<file path="src/rtl/segment_pkg.sv">
// Shared types, glyph constants and polarity helper for the hex scan driver.
package segment_pkg;

  // Segment vector, bit0 = a (top) .. bit6 = g (middle), active-high.
  typedef logic [6:0] seg_t;

  localparam seg_t GLYPH_0   = 7'h3F;
  localparam seg_t GLYPH_1   = 7'h06;
  localparam seg_t GLYPH_2   = 7'h5B;
  localparam seg_t GLYPH_3   = 7'h4F;
  localparam seg_t GLYPH_4   = 7'h66;
  localparam seg_t GLYPH_5   = 7'h6D;
  localparam seg_t GLYPH_6   = 7'h7D;
  localparam seg_t GLYPH_7   = 7'h07;
  localparam seg_t GLYPH_8   = 7'h7F;
  localparam seg_t GLYPH_9   = 7'h6F;
  localparam seg_t GLYPH_A   = 7'h77;
  localparam seg_t GLYPH_B   = 7'h7C;
  localparam seg_t GLYPH_C   = 7'h39;
  localparam seg_t GLYPH_D   = 7'h5E;
  localparam seg_t GLYPH_E   = 7'h79;
  localparam seg_t GLYPH_F   = 7'h71;
  localparam seg_t SEG_BLANK = 7'h00;

  // Convert an active-high segment vector to the pin polarity of the board.
  function automatic seg_t seg_polarity(input seg_t seg, input bit act_low);
    return act_low ? ~seg : seg;
  endfunction

endpackage

</file>
<file path="src/rtl/segment_glyph_lut.sv">
// Hex nibble to 7-segment glyph decode (active-high), with forced blank.
module segment_glyph_lut
  import segment_pkg::*;
(
  input  logic [3:0] i_nib,
  input  logic       i_blank,
  output seg_t       o_seg
);

  // Pure lookup; blank overrides the nibble so unlit/blanked slots drive nothing.
  always_comb begin
    o_seg = SEG_BLANK;
    if (i_blank) begin
      o_seg = SEG_BLANK;
    end else begin
      case (i_nib)
        4'h0:    o_seg = GLYPH_0;
        4'h1:    o_seg = GLYPH_1;
        4'h2:    o_seg = GLYPH_2;
        4'h3:    o_seg = GLYPH_3;
        4'h4:    o_seg = GLYPH_4;
        4'h5:    o_seg = GLYPH_5;
        4'h6:    o_seg = GLYPH_6;
        4'h7:    o_seg = GLYPH_7;
        4'h8:    o_seg = GLYPH_8;
        4'h9:    o_seg = GLYPH_9;
        4'hA:    o_seg = GLYPH_A;
        4'hB:    o_seg = GLYPH_B;
        4'hC:    o_seg = GLYPH_C;
        4'hD:    o_seg = GLYPH_D;
        4'hE:    o_seg = GLYPH_E;
        4'hF:    o_seg = GLYPH_F;
        default: o_seg = SEG_BLANK;
      endcase
    end
  end

endmodule

</file>
<file path="src/rtl/segment_scan_hex.sv">
// Multi-digit time-multiplexed hex display driver: frame-synchronous value
// update, leading-zero blanking, per-digit decimal point and PWM brightness.
module segment_scan_hex
  import segment_pkg::*;
#(
  parameter int DIGITS      = 4,
  parameter int SCAN_DIV    = 50000,
  parameter int BRIGHT_W    = 4,
  parameter int SEG_ACT_LOW = 1,
  parameter int AN_ACT_LOW  = 1
) (
  input  logic                  i_clk,
  input  logic                  i_rst,
  input  logic [4*DIGITS-1:0]   i_val,
  input  logic [DIGITS-1:0]     i_dp,
  input  logic                  i_load,
  input  logic                  i_blank_lz,
  input  logic [BRIGHT_W-1:0]   i_bright,
  output logic [6:0]            o_seg,
  output logic                  o_dp,
  output logic [DIGITS-1:0]     o_an,
  output logic                  o_frame
);

  // Sub-slot length; the slot is cut into 2**BRIGHT_W equal sub-slots.
  localparam int SUB_DIV = SCAN_DIV >> BRIGHT_W;
  localparam int PW      = (SCAN_DIV > 1) ? $clog2(SCAN_DIV) : 1;
  localparam int IW      = (DIGITS > 1) ? $clog2(DIGITS) : 1;
  localparam int SW      = (SUB_DIV > 1) ? $clog2(SUB_DIV) : 1;
  localparam logic [PW-1:0] PRESC_LAST = PW'(SCAN_DIV - 1);
  localparam logic [IW-1:0] IDX_LAST   = IW'(DIGITS - 1);
  localparam logic [SW-1:0] SUB_LAST   = SW'(SUB_DIV - 1);
  localparam bit SEG_LOW = (SEG_ACT_LOW != 0);
  localparam bit AN_LOW  = (AN_ACT_LOW != 0);
  localparam logic [DIGITS-1:0] AN_OFF = AN_LOW ? {DIGITS{1'b1}} : {DIGITS{1'b0}};

  if (DIGITS < 1 || SUB_DIV < 1 || (SCAN_DIV % (1 << BRIGHT_W)) != 0) begin : g_bad_cfg
    $error("segment_scan_hex: SCAN_DIV must be a nonzero multiple of 2**BRIGHT_W and DIGITS >= 1");
  end

  logic [PW-1:0]         r_presc;
  logic [SW-1:0]         r_sub_cnt;
  logic [BRIGHT_W-1:0]   r_sub;
  logic [IW-1:0]         r_idx;
  logic [4*DIGITS-1:0]   r_disp_val;
  logic [DIGITS-1:0]     r_disp_dp;
  logic [4*DIGITS-1:0]   r_pend_val;
  logic [DIGITS-1:0]     r_pend_dp;
  logic                  r_pend_vld;

  logic                  w_presc_wrap;
  logic                  w_boundary;
  logic                  w_lit;
  logic                  w_lead;
  logic [DIGITS-1:0]     w_blank;
  logic [DIGITS-1:0]     w_an_onehot;
  logic [3:0]            w_nib;
  logic                  w_dig_dp;
  logic                  w_dig_blank;
  logic                  w_dp_on;
  logic [DIGITS-1:0]     w_an_pin;
  seg_t                  w_glyph;

  assign w_presc_wrap = (r_presc == PRESC_LAST);
  assign w_boundary   = w_presc_wrap && (r_idx == IDX_LAST);
  assign w_lit        = (r_sub <= i_bright);

  // Slot timing: prescaler, PWM sub-slot tracker and digit index.
  always_ff @(posedge i_clk or posedge i_rst) begin
    if (i_rst) begin
      r_presc   <= '0;
      r_sub_cnt <= '0;
      r_sub     <= '0;
      r_idx     <= '0;
    end else if (w_presc_wrap) begin
      r_presc   <= '0;
      r_sub_cnt <= '0;
      r_sub     <= '0;
      r_idx     <= (r_idx == IDX_LAST) ? '0 : r_idx + IW'(1);
    end else begin
      r_presc <= r_presc + PW'(1);
      if (r_sub_cnt == SUB_LAST) begin
        r_sub_cnt <= '0;
        r_sub     <= r_sub + BRIGHT_W'(1);
      end else begin
        r_sub_cnt <= r_sub_cnt + SW'(1);
      end
    end
  end

  // Tear-free update: loads park in pending and only reach the display at a frame boundary.
  always_ff @(posedge i_clk or posedge i_rst) begin
    if (i_rst) begin
      r_disp_val <= '0;
      r_disp_dp  <= '0;
      r_pend_val <= '0;
      r_pend_dp  <= '0;
      r_pend_vld <= 1'b0;
    end else if (w_boundary) begin
      if (i_load) begin
        r_disp_val <= i_val;
        r_disp_dp  <= i_dp;
      end else if (r_pend_vld) begin
        r_disp_val <= r_pend_val;
        r_disp_dp  <= r_pend_dp;
      end
      r_pend_vld <= 1'b0;
    end else if (i_load) begin
      r_pend_val <= i_val;
      r_pend_dp  <= i_dp;
      r_pend_vld <= 1'b1;
    end
  end

  // Leading-zero mask: walk down from the top digit until a nonzero nibble or set dp.
  always_comb begin
    w_blank = '0;
    w_lead  = i_blank_lz;
    for (int k = DIGITS - 1; k >= 1; k--) begin
      if (w_lead && (r_disp_val[4*k +: 4] == 4'h0) && !r_disp_dp[k]) begin
        w_blank[k] = 1'b1;
      end else begin
        w_lead = 1'b0;
      end
    end
  end

  // Select the active digit's nibble, dp and blank flag via one-hot AND-OR.
  always_comb begin
    w_an_onehot = '0;
    w_nib       = 4'h0;
    w_dig_dp    = 1'b0;
    w_dig_blank = 1'b0;
    for (int k = 0; k < DIGITS; k++) begin
      w_an_onehot[k] = (r_idx == IW'(k));
      w_nib          = w_nib | (r_disp_val[4*k +: 4] & {4{w_an_onehot[k]}});
      w_dig_dp       = w_dig_dp | (r_disp_dp[k] & w_an_onehot[k]);
      w_dig_blank    = w_dig_blank | (w_blank[k] & w_an_onehot[k]);
    end
  end

  segment_glyph_lut u_lut (
    .i_nib   (w_nib),
    .i_blank (w_dig_blank | ~w_lit),
    .o_seg   (w_glyph)
  );

  // Anode and dp pin values; unlit sub-slots drive everything inactive.
  always_comb begin
    w_dp_on = w_lit & ~w_dig_blank & w_dig_dp;
    if (!w_lit) begin
      w_an_pin = AN_OFF;
    end else if (AN_LOW) begin
      w_an_pin = ~w_an_onehot;
    end else begin
      w_an_pin = w_an_onehot;
    end
  end

  // Output registers so the pins never glitch.
  always_ff @(posedge i_clk or posedge i_rst) begin
    if (i_rst) begin
      o_an    <= AN_OFF;
      o_seg   <= seg_polarity(SEG_BLANK, SEG_LOW);
      o_dp    <= SEG_LOW;
      o_frame <= 1'b0;
    end else begin
      o_an    <= w_an_pin;
      o_seg   <= seg_polarity(w_glyph, SEG_LOW);
      o_dp    <= w_dp_on ^ SEG_LOW;
      o_frame <= w_boundary;
    end
  end

endmodule
</file>
<file path="config.mk">
export PLATFORM = sky130hd
export DESIGN_NAME = segment_scan_hex
export DESIGN_NICKNAME = d
export VERILOG_FILES = /design/src/rtl/segment_pkg.sv /design/src/rtl/segment_glyph_lut.sv /design/src/rtl/segment_scan_hex.sv
export SDC_FILE = /design/constraint.sdc
export NUM_CORES = 1
export LEC_CHECK = 0
export ABC_AREA = 1
export CAP_MARGIN = 15
export CORE_MARGIN = 1.5
export CORE_UTILIZATION = 63
export DETAILED_ROUTE_END_ITERATION = 6
export GPL_ROUTABILITY_DRIVEN = 0
export GPL_TIMING_DRIVEN = 0
export PLACE_DENSITY = 0.88
export SLEW_MARGIN = 20
export SYNTH_ARGS = -nofsm -noshare
export SYNTH_HDL_FRONTEND = slang
export SYNTH_HIERARCHICAL = 1
export SYNTH_SLANG_ARGS = --single-unit
</file>
<file path="constraint.sdc">
create_clock -name i_clk -period 4.7 [get_ports i_clk]
set_input_delay 0.94 -clock i_clk [delete_from_list [all_inputs] [get_ports i_clk]]
set_output_delay 0.94 -clock i_clk [all_outputs]
set_load 0.03 [all_outputs]
</file>
---- After elaboration in Yosys (flattened, before gate mapping) ----
Memory sizes are Yosys's and may differ from the RTL's.
Cells that the tools add are included.
word-level totals
  input port bits ......................... 28
  output and inout bits ................... 13
  memory bits (writable) .................. 0
  word-level logic and storage cells ...... 90
  bits in registers ....................... 88
  latch bits .............................. 0
  bits in read-only memories .............. 112
  memories kept ........................... 1
operators by class
  eq/ne operators ......................... 5
  bitwise logic cells ..................... 28
  $add $sub $neg .......................... 4
  order comparisons ....................... 1
  divide/modulo/power cells ............... 0
  muxes and demuxes ....................... 19
  multipliers ............................. 0
  shifts and indexed selects .............. 0
  reduce and logical (&&, ||, !) cells .... 19
memories
  name              words  width  read ports  clocked after Yosys merged registers in  wr ports  line                     text
  (name not given)  16     7      1           0                                        0         segment_glyph_lut.sv:16  case (i_nib)
operators with widths
  operator                                       number
  2-to-1 mux 16 bit                              3
  2-to-1 mux 12 bit                              2
  2-to-1 mux 4 bit                               5
  adder 16 x 1 -> 16 bit, second input constant  1
  AND 4 bit                                      4
  equality test 16 bit, second input constant    1
  adder 12 x 1 -> 12 bit, second input constant  1
  equality test 12 bit, second input constant    1
  logical NOT 4 bit                              3
  OR 4 bit                                       3
  AND 1 bit                                      9
  logical AND 1 bit                              7
  2-to-1 mux 1 bit                               7
  2-to-1 mux 7 bit                               1
  inverter 7 bit                                 1
  OR 1 bit                                       6
  nonzero test 2 bit                             3
  adder 4 x 1 -> 4 bit, second input constant    1
  equality test 2 bit, second input constant     2
  less-or-equal comparator 4 bit                 1
  inverter 1 bit                                 4
  inverter 4 bit                                 1
  AND reduction 2 bit                            2
  logical NOT 1 bit                              3
  other kinds (4)                                4

---- Logic depth before layout (Yosys ltp) ----
  word-level depth ........................ 17
  depth in mapped cells ................... 14
  depth with buffers taken out ............ 14

---- Modules after synthesis ----
Netlist, hierarchy kept.
modules (own cells, without submodules)
  module             instances  area each (um^2)  cells an instance  seq. area each (um^2)
  segment_scan_hex   1          4499.3            569                2217.1
  segment_glyph_lut  1          286.5             45                 0.0

---- Worst setup path after synthesis ----
No wires, ideal clock.
  path type ............................... input to register
  from .................................... in i_bright[3]
  to ...................................... reg o_seg[6]
  stages on the path ...................... 9
  setup slack ............................. 2520 ps
  arrival time ............................ 2104 ps
  library setup time ...................... 76 ps
  required time ........................... 4624 ps
  buffers on the path ..................... 0
  path through ............................ inv_1 -> ha_1 -> nand2_1 -> o21ai_0 -> nand2_1 -> inv_2 -> o21ai_1 -> a21oi_1 -> inv_1
on the way
  word-level cells in the longest chain between the ends .. 5
ends and longest elaborated chain
  what                            line                     text
  start: declaration              segment_scan_hex.sv:18   input logic [BRIGHT_W-1:0] i_bright,
  less-or-equal comparator 4 bit  segment_scan_hex.sv:66   assign w_lit = (r_sub <= i_bright);
  inverter 1 bit                  segment_scan_hex.sv:144  .i_blank (w_dig_blank | ~w_lit),
  OR 1 bit                        segment_scan_hex.sv:144
  2-to-1 mux 7 bit                segment_glyph_lut.sv:13  if (i_blank) begin
  net w_glyph[6]                  segment_scan_hex.sv:62   seg_t w_glyph;
  inverter 7 bit                  segment_pkg.sv:27        return act_low ? ~seg : seg;
  end signal: assignment          segment_scan_hex.sv:164  o_seg <= seg_polarity(SEG_BLANK, SEG_LOW);
  end signal: assignment          segment_scan_hex.sv:169  o_seg <= seg_polarity(w_glyph, SEG_LOW);
  end: declaration                segment_scan_hex.sv:19   output logic [6:0] o_seg,
The timed path passes the listed nets, and every way through them passes these cells.
A chain may end at the register's enable or synchronous reset.

---- Final worst setup path ----
Ends and elaborated chain as after synthesis.

==> results.yml <==
clocking:
  cts.repair.resized: 0
  clockRootBuffer: "clkbuf_8"
  cts_buffer_depth: 2
  h-tree-depth: 3
  clk_pin_slew_worst_paths_ps: 90
  cts_setup_buffers: 0
  postCtsHoldBufs: 0
  cts_inserted_buffers: 9
  cts_tree: "built"
  clock_sinks: 88
  clock_latency_ps: 370
floorplanning:
  dieWidth_um: 90.2
  start_util: 0.656
  core_area_sq_mm: 0.00729
  pin_count: 41
  die-area_sq_mm: 0.00813
  die_y_um: 90.2
  row_count: 31
synthesis:
  yosys-top-cells-area: "dfrtp_1 40%, nand2_1 14%, dfstp_2 6.6%"
  syn_nets: 660
  synth-edff-count: 0
  synth-seq-cells: 88
  async_flop_share: 1.00
  synth_top_area_frac: 0.397
  synth_area_per_cell_sq_um: 7.79
  yosys_warnings: 6
  syn_inst: 614
  synth.largest_area_cell: "dfrtp_1"
  synth_cell_type_count: 37
  synth_flop_cell: "dfrtp_1"
  syn_area_sq_mm: 0.00479
  ys_seq_area_frac: 0.463
timing:
  rsz0062_at_grt: "no"
  fin_crit_sh: 0.534
  setup_viol: 0
  tns_ps: 0
  period_needed_ps: 2510
  drv_slew: 0
  hold_slack_ps: 463
  slew_headroom: 0.587
  worst_pin_slew_ps: 616
  fin_skew_ps: 15.9
  hold_violations: 0
  fmax_ghz: 0.398
worst_setup_path:
  max_stage_delay_ps: 510
  path_cells: "clkdlybuf4s50_1 -> inv_1 -> ha_1 -> nand2_1 -> o21ai_0 -> nand2_1 -> inv_2 -> o21ai_1 -> a21oi_1 -> inv_1"
  timing.rr.end: "o_seg[3]$_DFF_PP1_"
  r2r_setup_slack_ps: 2390
  worstSetupPathType: "in2reg"
  required_ps: 5010
  worstReg2RegStart: "r_idx[0]$_DFFE_PP0N_"
  critical_path_arrival_ps: 2820
  r2r_cells: 10
  crit_start: "i_bright[3]"
  start_kind: "primary input"
  end_kind: "flip-flop"
  cpMaxStageDelayCell: "o21ai_0"
  endpoint: "o_seg[6]$_DFF_PP1_"
  cp_max_fo: 7
drt:
  met1_length_mm: 4.47
  wl_per_cell_um: 13.6
  antenna_left: 0
  firstDrtPassIters: 7
  drc: 0
  drt-initial-drc-count: 298
  totalWireLength_mm: 10.5
  wl_met2_mm: 5.18
  highest_layer: "met4"
  met3_length_um: 588
  vias: 4250
  avgViaCountPerCell: 5.53
final_layout:
  seqCellArea_sq_mm: 0.00222
  fin_util: 0.760
  layout_commonest_cell: "nand2_1"
  drive_gt1_frac: 0.0970
  multi_input_area_sq_mm: 0.00210
  area_delta_synth_final_pct: 15.8
  nNetsFinal: 711
  fill_cells: 537
  final_cell_mix: "184 x nand2_1, 76 x dfrtp_1, 75 x inv_1"
  n_antenna_cell: 0
pwr:
  finalPower_w: 0.00146
  peakVddDrop_mv: 0.184
  leakagePower_nw: 2.91
  powerDensity_mw_per_mm2: 263
place:
  hpwlAfterDp_mm: 7.48
  portBuffers: 39
run:
  maxCapViolCount: 0
global_routing:
  grt.overflow.total: 0
  first_global_vias: 4098
  antenna_found_initial: 0
  grt_pass1_wl_mm: 18.3
  grt.total_usage: 0.279
  grt_max_degree: 60
run_status:
  status: "finished, final reports clean"
hold_path:
  min_path_type: "reg2reg"
[power breakdown]
part,internal (W),leakage [nW],switching [W]
Clock,0.000300,0.104,0.000268
Sequential,0.000775,1.12,0.00000880
Combinational,0.0000447,1.69,0.0000604
Total,0.00112,2.91,0.000337
[stage by stage]
stage,worst slack [ps],instance area [sq um],std cells
2_1_floorplan,1500,4790,614
3_3_place_gp,249,5300,752
3_5_place_dp,1820,5330,753
4_1_cts,2180,5540,769
5_1_grt,1960,5540,769
6_report,2190,5540,769
[registers in the layout (all words and copies together), names as in the netlist]
| name | cells |
|---|---|
| r_disp_val | 16 |
| r_pend_val | 16 |
| r_presc | 16 |
| r_sub_cnt | 12 |
| o_seg | 7 |
| o_an | 4 |
| r_disp_dp | 4 |
| r_pend_dp | 4 |
| r_sub | 4 |
| r_idx | 2 |
| o_dp | 1 |
| o_frame | 1 |
| r_pend_vld | 1 |
[per-layer routing]
layer,up-vias,GRT usage
li1,2045,-
met1,1992,0.351
met2,184,0.476
met3,29,0.0508
met4,0,0.110
met5,-,0
[kinds of logic after synthesis]
| logic type | Yosys count | synth area share |
|---|---|---|
| AND/OR/NAND/NOR | 341 | 0.313 |
| buffers and inverters | 105 | 0.0975 |
| flip-flops | 88 | 0.463 |
| AO/OA/AOI/OAI | 49 | 0.0549 |
| adder cells (fa/ha/maj) | 18 | 0.0471 |
| XOR/XNOR | 13 | 0.0238 |
[how the worst min path moves through the flow]
stage                                     end  depth (start not counted)                       from  slack, ps
finish                 r_sub_cnt[0]$_DFF_PP0_                          1     r_sub_cnt[0]$_DFF_PP0_        460
global route        r_pend_val[3]$_DFFE_PP0P_                          2  r_pend_val[3]$_DFFE_PP0P_        490
CTS                    r_sub_cnt[0]$_DFF_PP0_                          1     r_sub_cnt[0]$_DFF_PP0_        470
detailed placement     r_sub_cnt[0]$_DFF_PP0_                          1     r_sub_cnt[0]$_DFF_PP0_        450
global placement       r_sub_cnt[0]$_DFF_PP0_                          1     r_sub_cnt[0]$_DFF_PP0_        450
floorplan              r_sub_cnt[0]$_DFF_PP0_                          1     r_sub_cnt[0]$_DFF_PP0_        430
[layout make-up]
cell class                 count  share of cell area
timing repair buffer          40              0.0754
tap                           99              0.0223
inverter                      82              0.0576
sequential                    88               0.400
clock buffer                  11              0.0237
clock inverter                 5              0.0147
multi-input combinational    421               0.379
buffer                        23              0.0271
[critical path: cells and delay by family]
kind	cells	cell delay [ps]
simple gates	2	200
compound gates	3	700
buf+inv	4	680
fa+ha+maj	1	290
[synth_stat cells, types with 2 or more instances]
library cell	count
dfrtp_1	76
inv_1	76
nand4_1	25
xor2_1	12
o21ai_0	26
inv_2	3
a21oi_1	11
nor2_4	2
o21ai_1	6
ha_1	18
buf_1	3
a21oi_2	2
o2111ai_1	2
nor3_1	10
nand3_1	58
nor2_2	2
buf_6	6
nand2_1	184
buf_2	9
nand3b_1	2
dfstp_2	12
clkbuf_1	3
nor2_1	47
nand3_2	4
buf_4	2
nand2_2	2
Power figures use the tool's default switching activity.
